**config.mk**
```make
export PLATFORM = sky130hd
export DESIGN_NAME = fetch_ctrl
export DESIGN_NICKNAME = d
export VERILOG_FILES = /design/src/rtl/fetch_ctrl.sv
export SDC_FILE = /design/constraint.sdc
export NUM_CORES = 1
export LEC_CHECK = 0
export ABC_CLOCK_PERIOD_IN_PS = 2900
export CORE_MARGIN = 2
export CORE_UTILIZATION = 49
export DETAILED_ROUTE_END_ITERATION = 16
export PLACE_DENSITY_LB_ADDON = 0.15
export SKIP_LAST_GASP = 1
export SYNTH_ARGS = -nofsm -noshare
export SYNTH_HDL_FRONTEND = slang
export SYNTH_SLANG_ARGS = --single-unit
```
**constraint.sdc**
```tcl
create_clock -name clk -period 2.9 [get_ports clk]
set_clock_uncertainty 0.1 [all_clocks]
set_input_delay 0.435 -clock clk [delete_from_list [all_inputs] [get_ports clk]]
set_output_delay 0.435 -clock clk [all_outputs]
set_load 0.02 [all_outputs]
```
**src/rtl/fetch_ctrl.sv**
```systemverilog
// Fetch-stage controller: owns F_PC, runs the instruction-memory req/ack handshake,
// buffers a word while D is stalled and holds a redirect that resolves mid-fetch.
module fetch_ctrl (
    input  logic        clk,
    input  logic        reset,
    input  logic        stall,
    input  logic [31:0] npc_in,
    input  logic        redirect,
    output logic        im_req,
    output logic [31:0] im_addr,
    input  logic        im_ack,
    input  logic [31:0] im_rdata,
    output logic [31:0] F_PC,
    output logic [31:0] F_Instr,
    output logic        F_valid,
    output logic        dbg_state,
    output logic        dbg_pend_valid
);

    localparam logic [31:0] RESET_PC = 32'h0000_3000;

    typedef enum logic {
        S_FETCH = 1'b0,
        S_READY = 1'b1
    } state_t;

    state_t      state_q, state_d;
    logic [31:0] pc_q, pc_d;
    logic [31:0] ibuf_q, ibuf_d;
    logic        pend_valid_q, pend_valid_d;
    logic [31:0] pend_target_q, pend_target_d;
    logic [31:0] next_pc;

    // A held redirect always beats npc_in, which by then points past the delay slot.
    assign next_pc = {(pend_valid_q ? pend_target_q[31:2] : npc_in[31:2]), 2'b00};

    always_comb begin
        state_d       = state_q;
        pc_d          = pc_q;
        ibuf_d        = ibuf_q;
        pend_valid_d  = pend_valid_q;
        pend_target_d = pend_target_q;
        case (state_q)
            S_FETCH: begin
                if (im_ack) begin
                    if (!stall) begin
                        pc_d         = next_pc;
                        pend_valid_d = 1'b0;
                    end else begin
                        ibuf_d  = im_rdata;
                        state_d = S_READY;
                    end
                end else if (redirect && !stall && !pend_valid_q) begin
                    // Branch leaves D while its delay slot is still in flight.
                    pend_valid_d  = 1'b1;
                    pend_target_d = npc_in;
                end
            end
            S_READY: begin
                if (!stall) begin
                    pc_d         = next_pc;
                    pend_valid_d = 1'b0;
                    state_d      = S_FETCH;
                end
            end
            default: state_d = S_FETCH;
        endcase
    end

    always_ff @(posedge clk) begin
        if (reset) begin
            state_q       <= S_FETCH;
            pc_q          <= RESET_PC;
            ibuf_q        <= 32'h0;
            pend_valid_q  <= 1'b0;
            pend_target_q <= 32'h0;
        end else begin
            state_q       <= state_d;
            pc_q          <= pc_d;
            ibuf_q        <= ibuf_d;
            pend_valid_q  <= pend_valid_d;
            pend_target_q <= pend_target_d;
        end
    end

    // Reset gates the combinational outputs so an ack during reset is invisible.
    assign im_req         = !reset && (state_q == S_FETCH);
    assign im_addr        = pc_q;
    assign F_PC           = pc_q;
    assign F_valid        = !reset && ((state_q == S_READY) || im_ack);
    assign F_Instr        = reset ? 32'h0 :
                            ((state_q == S_FETCH) && im_ack) ? im_rdata : ibuf_q;
    assign dbg_state      = state_q;
    assign dbg_pend_valid = pend_valid_q;

endmodule
```
==> results of run 1 <==
==> kinds of logic after synthesis <==
group	after synthesis	synth area share
flip-flops	94	0.405
AO/OA/AOI/OAI	97	0.134
multiplexers	60	0.129
AND/OR/NAND/NOR	228	0.222
other	1	0.000807
buffers and inverters	80	0.109
==> routing by layer <==
metal,global-route usage,part of all wire
met5,0,0
met1,0.249,0.43
met2,0.380,0.51
met4,0.0676,0.012
met3,0.0386,0.049
==> cells in the mapped netlist <==
cell / count
sky130_fd_sc_hd__a211o_1: 2
sky130_fd_sc_hd__a211oi_1: 18
sky130_fd_sc_hd__a211oi_2: 10
sky130_fd_sc_hd__a21oi_1: 65
sky130_fd_sc_hd__and2b_1: 1
sky130_fd_sc_hd__and3b_1: 1
sky130_fd_sc_hd__and4b_1: 1
sky130_fd_sc_hd__buf_1: 1
sky130_fd_sc_hd__buf_2: 27
sky130_fd_sc_hd__buf_4: 36
sky130_fd_sc_hd__buf_6: 5
sky130_fd_sc_hd__clkbuf_1: 10
sky130_fd_sc_hd__conb_1: 1
sky130_fd_sc_hd__dfxtp_1: 94
sky130_fd_sc_hd__inv_1: 1
sky130_fd_sc_hd__mux2i_1: 60
sky130_fd_sc_hd__nand2_1: 128
sky130_fd_sc_hd__nand2b_1: 61
sky130_fd_sc_hd__nand3b_1: 1
sky130_fd_sc_hd__nor2_1: 32
sky130_fd_sc_hd__nor2_2: 1
sky130_fd_sc_hd__nor3_1: 2
sky130_fd_sc_hd__o21ba_2: 1
sky130_fd_sc_hd__o21bai_1: 1
==> final cells by class <==
| class | count | area [um2] | area share |
|---|---|---|---|
| clock buffers | 12 | 145 | 0.0233 |
| clock inverters | 4 | 32.5 | 0.00521 |
| inverters | 1 | 3.75 | 0.000602 |
| multi-input cells | 389 | 2270 | 0.364 |
| flip-flops and latches | 94 | 1880 | 0.302 |
| well taps | 129 | 161 | 0.0259 |
| repair buffers | 177 | 1740 | 0.280 |
==> worst reg2reg max path, stage by stage, from the launching register on <==
cell	delay, ns
sky130_fd_sc_hd__dfxtp_2	0.50
sky130_fd_sc_hd__buf_4	0.45
sky130_fd_sc_hd__and4b_2	0.31
sky130_fd_sc_hd__buf_4	0.23
sky130_fd_sc_hd__mux2i_1	0.16
==> registers in the layout (all words and copies together) (netlist names) <==
register        cells
ibuf_q             32
F_PC               30
pend_target_q      30
dbg_state           1
dbg_pend_valid      1
==> report_power, final <==
group	total (mW)	switching, mW	internal (mW)	leakage [nW]
combinational	0.688	0.347	0.341	1.33
clock	0.795	0.455	0.340	0.0828
sequential	1.40	0.0463	1.36	0.770
total	2.89	0.848	2.04	2.18
==> worst paths after layout <==
path / from / endpoint / slack, ns / cells after the start
worst min-delay path: ibuf_q[27] / ibuf_q[27] / 0.36 / 2
worst max-delay path: im_ack / F_Instr[24] / 0.17 / 6
worst max register to register: dbg_pend_valid / pend_target_q[29] / 1.03 / 4
worst min register to register: ibuf_q[27] / ibuf_q[27] / 0.36 / 2
==> metrics by stage <==
stage	std cells	power [mW]	util	setup WS, ns
2_1_floorplan	563	1.84	-	0.986
3_3_place_gp	790	2.11	0.656	0.197
3_5_place_dp	790	2.12	0.656	0.181
4_1_cts	806	2.91	0.675	0.154
5_1_grt	806	3.02	0.675	0.0258
6_report	806	2.89	0.675	0.172
==> insert_results.sql, run 1 <==
INSERT INTO impl_metrics (metric_group, metric, value, unit) VALUES
('worst_setup_path', 'buffering_stage_count_on_the_worst_path_with_inverters_included', '3', ''),
('place', 'instance_area_at_placement', '6060', 'um2'),
('route', 'route.antenna.remaining_nets', '0', ''),
('clocking', 'post-cts-setup-buffers', '0', ''),
('worst_setup_path', 'critPathLaunchType', 'input pin', ''),
('global_route', 'maximum_number_of_pins_on_one_net_before_global_route_repair', '55', ''),
('place', 'place.detailed.hpwl', '7630', 'um'),
('logic_synthesis', 'synth.largest_area_cell', 'sky130_fd_sc_hd__dfxtp_1', ''),
('die', 'top_level_ports', '169', ''),
('global_route', 'track_usage', '0.209', ''),
('logic_synthesis', 'number_of_warning_messages_in_the_yosys_log', '0', ''),
('pwr', 'powerDensity', '463', 'nW/um2'),
('cells_and_area', 'fillerInstances', '762', ''),
('logic_synthesis', 'synth.yosys.seq_area_share', '0.405', ''),
('worst_setup_path', 'largest_delay_contributor_family_on_the_critical_path', 'buffers and inverters', ''),
('timing', 'finalCriticalPeriod', '2.73', 'ns'),
('cells_and_area', 'layout.cells.most_common', 'sky130_fd_sc_hd__clkdlybuf4s50_1', ''),
('cells_and_area', 'final_cell_area', '6240', 'um2'),
('pwr', 'ir_drop_worst_vdd', '0.000234', 'V'),
('clocking', 'tritoncts', 'built', ''),
('worst_setup_path', 'critPathCaptureType', 'output pin', ''),
('die', 'start_util', '0.503', ''),
('timing', 'fin_worst_hold_slack', '0.359', 'ns'),
('route', 'num_vias', '4032', ''),
('global_route', 'first_global_vias', '3769', ''),
('timing', 'finalSetupViolations', '0', ''),
('worst_setup_path', 'critical-path-slowest-cell', 'sky130_fd_sc_hd__clkdlybuf4s50_1', ''),
('route', 'routed_wire_length', '11000', 'um'),
('timing', 'timing.final.hold_violations', '0', ''),
('logic_synthesis', 'postSynthCellCount', '560', ''),
('route', 'drc_violations_left', '0', ''),
('timing', 'worst_slew_margin_relative_to_its_limit', '0.630', ''),
('clocking', 'cts_hold_buffers', '0', ''),
('clocking', 'clock_latency', '0.35', 'ns'),
('worst_setup_path', 'cp_data_arrival_time', '2.19', 'ns'),
('route', 'drt_first_iter_violations', '104', ''),
('worst_setup_path', 'critical-path-max-stage-delay', '0.66', 'ns'),
('outcome', 'run_status', 'finished, final reports clean', ''),
('die', 'floorplan.rows', '35', ''),
('die', 'design.die.area', '10300', 'um2'),
('global_route', 'grt_remaining_overflow', '0', ''),
('global_route', 'initial_antenna_violation_count', '0', ''),
('route', 'dr.pass1.iters', '6', ''),
('place', 'gp_routability_congestion', '0.772', ''),
('worst_setup_path', 'crit_required', '2.37', 'ns'),
('die', 'core_region_area', '9240', 'um2'),
('cells_and_area', 'final_layout_size_suffix_gt1_frac', '0.0650', ''),
('min_path', 'worstHoldPathType', 'reg -> reg', ''),
('worst_setup_path', 'top_cell_by_count_worst_path', 'sky130_fd_sc_hd__clkdlybuf4s50_1', ''),
('logic_synthesis', 'synth_seq_cells', '94', ''),
('timing', 'finalCritPeriodShare', '0.941', ''),
('cells_and_area', 'nets', '741', ''),
('worst_setup_path', 'critPathKind', 'in -> out', ''),
('clocking', 'cts.path.max_buffers', '2', ''),
('clocking', 'cts_made_buffers', '9', ''),
('timing', 'tightestPinTransition', '0.555', 'ns'),
('logic_synthesis', 'yosys.area.top_type_share', '0.405', ''),
('pwr', 'power_leakage', '2.18', 'nW'),
('die', 'die_h', '101', 'um'),
('place', 'portBuffers', '162', ''),
('clocking', 'ctsResizeCount', '0', ''),
('route', 'routed_wire_length_per_instance', '13.7', 'um'),
('worst_setup_path', 'worst_path_maximum_fanout', '32', ''),
('clocking', 'clkTransAtPathRegs', '0.08', 'ns'),
('logic_synthesis', 'synth.top_cells.by_area', 'sky130_fd_sc_hd__dfxtp_1 41%, sky130_fd_sc_hd__mux2i_1 13%, sky130_fd_sc_hd__nand2_1 10%, sky130_fd_sc_hd__nand2b_1 8.2%, sky130_fd_sc_hd__a21oi_1 7.0%', ''),
('cells_and_area', 'num_antenna_cells', '0', ''),
('cells_and_area', 'layout.cells.most_common_list', '161 x sky130_fd_sc_hd__clkdlybuf4s50_1, 128 x sky130_fd_sc_hd__nand2_1, 93 x sky130_fd_sc_hd__dfxtp_1', ''),
('die', 'chipWidth', '101', 'um'),
('logic_synthesis', 'post_synth.cell_area_avg', '8.30', 'um2'),
('logic_synthesis', 'post_synth_num_cell_types', '24', ''),
('global_route', 'wire_length_of_the_first_global_routing_pass', '17500', 'um');
Power figures use the tool's default switching activity.
==> inputs of run 2 (changes only) <==
--- a/config.mk
+++ b/config.mk
@@ -7,7 +7,7 @@
 export LEC_CHECK = 0
 export ABC_CLOCK_PERIOD_IN_PS = 2900
 export CORE_MARGIN = 2
-export CORE_UTILIZATION = 49
+export CORE_UTILIZATION = 45
 export DETAILED_ROUTE_END_ITERATION = 16
 export PLACE_DENSITY_LB_ADDON = 0.15
 export SKIP_LAST_GASP = 1
==> run 2 against run 1 <==
  * Combinational power barely moved
  * First-iteration DRC count grew 58%
  * Cell area grew 0.54%
  * Critical endpoint is now F_Instr[3]
  * Largest power group unchanged
  * Total power decreased by 0.61%
  * Global-route usage decreased by 1.0 points
  * Die area up 8.5%
  * Wire length increased by 0.32%
  * Core utilization decreased by 5.9 points
  * Count of clock-buffer cells in the layout unchanged
  * Critical path depth did not move
  * Sequential power is essentially flat
  * Cell count grew 0.62%
==> insert_results.sql, run 2 (synthesis results as in run 1) <==
INSERT INTO impl_metrics (metric_group, metric, value, unit) VALUES
('pwr', 'ir_drop_worst_vdd', '0.000237', 'V'),
('die', 'start_util', '0.456', ''),
('die', 'chipWidth', '106', 'um'),
('worst_setup_path', 'crit-reg2reg-capture', 'pend_target_q[25]', ''),
('min_path', 'min_to', 'F_PC[9]', ''),
('route', 'drt_first_iter_violations', '164', ''),
('clocking', 'cts_root_buf', 'sky130_fd_sc_hd__clkbuf_8', ''),
('timing', 'finalSetupViolations', '0', ''),
('clocking', 'post-cts-setup-buffers', '0', ''),
('worst_setup_path', 'reg2reg_slack', '1.00', 'ns'),
('cells_and_area', 'multi_input_area', '2270', 'um2'),
('worst_setup_path', 'worst_path_maximum_fanout', '32', ''),
('cells_and_area', 'nets', '739', ''),
('outcome', 'run_status', 'finished, final reports clean', ''),
('global_route', 'wire_length_of_the_first_global_routing_pass', '18300', 'um'),
('route', 'route.antenna.remaining_nets', '0', ''),
('route', 'dr.pass1.iters', '4', ''),
('timing', 'totalNegativeSetupSlack', '0', 'ns'),
('cells_and_area', 'layout.cells.most_common', 'sky130_fd_sc_hd__clkdlybuf4s50_1', ''),
('global_route', 'track_usage', '0.199', ''),
('global_route', 'initial_antenna_violation_count', '0', ''),
('clocking', 'clock_latency', '0.35', 'ns'),
('min_path', 'worstHoldStart', 'reset', ''),
('route', 'drc_violations_left', '0', ''),
('min_path', 'whs_path_depth', '2', ''),
('global_route', 'first_global_vias', '3898', ''),
('place', 'gp_routability_congestion', '0.813', ''),
('timing', 'achievable-frequency', '362', 'MHz'),
('cells_and_area', 'regArea', '1880', 'um2'),
('timing', 'grt_setup_unrepaired', 'false', ''),
('worst_setup_path', 'rr_worst_depth', '4', ''),
('timing', 'drv_slew', '0', ''),
('die', 'floorplan.rows', '37', ''),
('cells_and_area', 'largest_register_ff_count', '32', ''),
('place', 'place.detailed.hpwl', '7500', 'um'),
('worst_setup_path', 'critPathKind', 'in -> out', ''),
('clocking', 'cts.path.max_buffers', '2', ''),
('worst_setup_path', 'cp_data_arrival_time', '2.23', 'ns'),
('timing', 'finalCritPeriodShare', '0.952', ''),
('cells_and_area', 'finalNonFillerCells', '811', ''),
('die', 'top_level_ports', '169', ''),
('route', 'num_vias', '4039', ''),
('cells_and_area', 'top_register', 'ibuf_q', ''),
('timing', 'timing.final.hold_violations', '0', ''),
('die', 'die_h', '106', 'um'),
('route', 'avgViaCountPerCell', '4.98', ''),
('global_route', 'maximum_number_of_pins_on_one_net_before_global_route_repair', '52', ''),
('worst_setup_path', 'critPathLaunchType', 'input pin', ''),
('worst_setup_path', 'r2r-start', 'dbg_pend_valid', ''),
('cells_and_area', 'layout.cells.most_common_list', '161 x sky130_fd_sc_hd__clkdlybuf4s50_1, 128 x sky130_fd_sc_hd__nand2_1, 93 x sky130_fd_sc_hd__dfxtp_1', ''),
('global_route', 'grt_remaining_overflow', '0', ''),
('job', 'max_cap_viol_count', '0', ''),
('cells_and_area', 'num_antenna_cells', '0', ''),
('pwr', 'power_leakage', '2.19', 'nW'),
('clocking', 'cts_h_tree_depth', '3', ''),
('worst_setup_path', 'crit_required', '2.37', 'ns'),
('clocking', 'clock-sinks', '94', ''),
('min_path', 'worstHoldPathType', 'in -> reg', ''),
('clocking', 'clkTransAtPathRegs', '0.09', 'ns'),
('cells_and_area', 'layout-area-overhead-vs-synth', '35.0', '%'),
('clocking', 'tritoncts', 'built', ''),
('die', 'core_region_area', '10200', 'um2'),
('place', 'portBuffers', '162', ''),
('route', 'routed_wire_length_per_instance', '13.6', 'um'),
('route', 'routed_wire_length', '11000', 'um'),
('worst_setup_path', 'critPathCaptureType', 'output pin', ''),
('place', 'numPlacedInstances', '795', ''),
('cells_and_area', 'fillerInstances', '926', ''),
('clocking', 'ctsResizeCount', '0', ''),
('timing', 'finalCriticalPeriod', '2.76', 'ns'),
('clocking', 'cts_hold_buffers', '0', ''),
('cells_and_area', 'final_layout_size_suffix_gt1_frac', '0.0622', ''),
('clocking', 'cts_made_buffers', '9', ''),
('die', 'design.die.area', '11200', 'um2'),
('pwr', 'powerDensity', '457', 'nW/um2');
run 2: critical path, stage by stage:
cell and delay [ns]:
sky130_fd_sc_hd__clkdlybuf4s50_1 0.50, sky130_fd_sc_hd__and2b_1 0.17, sky130_fd_sc_hd__buf_12 0.19, sky130_fd_sc_hd__nand2_1 0.07, sky130_fd_sc_hd__a21oi_1 0.20, sky130_fd_sc_hd__clkdlybuf4s50_1 0.64
run 2: power by group:
| part | switching (mW) | internal (mW) |
|---|---|---|
| clock | 0.440 | 0.332 |
| sequential | 0.0491 | 1.36 |
| combinational | 0.344 | 0.347 |
| total | 0.833 | 2.04 |
run 2: layout make-up:
cell class,instances,share of cell area
clock buffers,12,0.0231
repair buffers,175,0.284
well taps,136,0.0271
flip-flops and latches,94,0.300
inverters,1,0.000598
multi-input cells,389,0.362
clock inverters,4,0.00359
run 2: how the worst max path moves through the flow:
| stage | startpoint | to | slack [ns] | cells after the start |
|---|---|---|---|---|
| floorplan | dbg_state | F_Instr[0] | 0.99 | 5 |
| global placement | im_ack | F_Instr[3] | 0.17 | 6 |
| detailed placement | im_ack | F_Instr[24] | 0.16 | 6 |
| CTS | im_ack | F_Instr[24] | 0.16 | 6 |
| global route | dbg_state | F_Instr[24] | 0.05 | 5 |
| finish | im_ack | F_Instr[3] | 0.14 | 6 |
run 2: metrics by stage:
step | util | hold WS (ns) | total power, mW | cell area (um2) | worst slack (ns)
2_1_floorplan | - | 0.337 | 1.84 | 4660 | 0.986
3_3_place_gp | 0.600 | 0.342 | 2.12 | 6110 | 0.171
3_5_place_dp | 0.600 | 0.347 | 2.13 | 6110 | 0.165
4_1_cts | 0.616 | 0.307 | 2.90 | 6270 | 0.164
5_1_grt | 0.616 | 0.322 | 3.01 | 6270 | 0.0516
6_report | 0.616 | 0.323 | 2.87 | 6270 | 0.139
run 2: routing by layer:
layer / global-route usage / vias to the layer above / routed length (um)
met5: 0 / - / 0
met2: 0.333 / 135 / 5080
met3: 0.0414 / 23 / 766
met1: 0.247 / 1850 / 4880
met4: 0.0893 / 0 / 311
li1: - / 2031 / -
==> inputs of run 3 (changes only) <==
--- a/config.mk
+++ b/config.mk
@@ -14,3 +14,4 @@
 export SYNTH_ARGS = -nofsm -noshare
 export SYNTH_HDL_FRONTEND = slang
 export SYNTH_SLANG_ARGS = --single-unit
+export TNS_END_PERCENT = 50
==> results of run 3 <==
No change in the layout: final DEF, timing and power equal those of run 2.
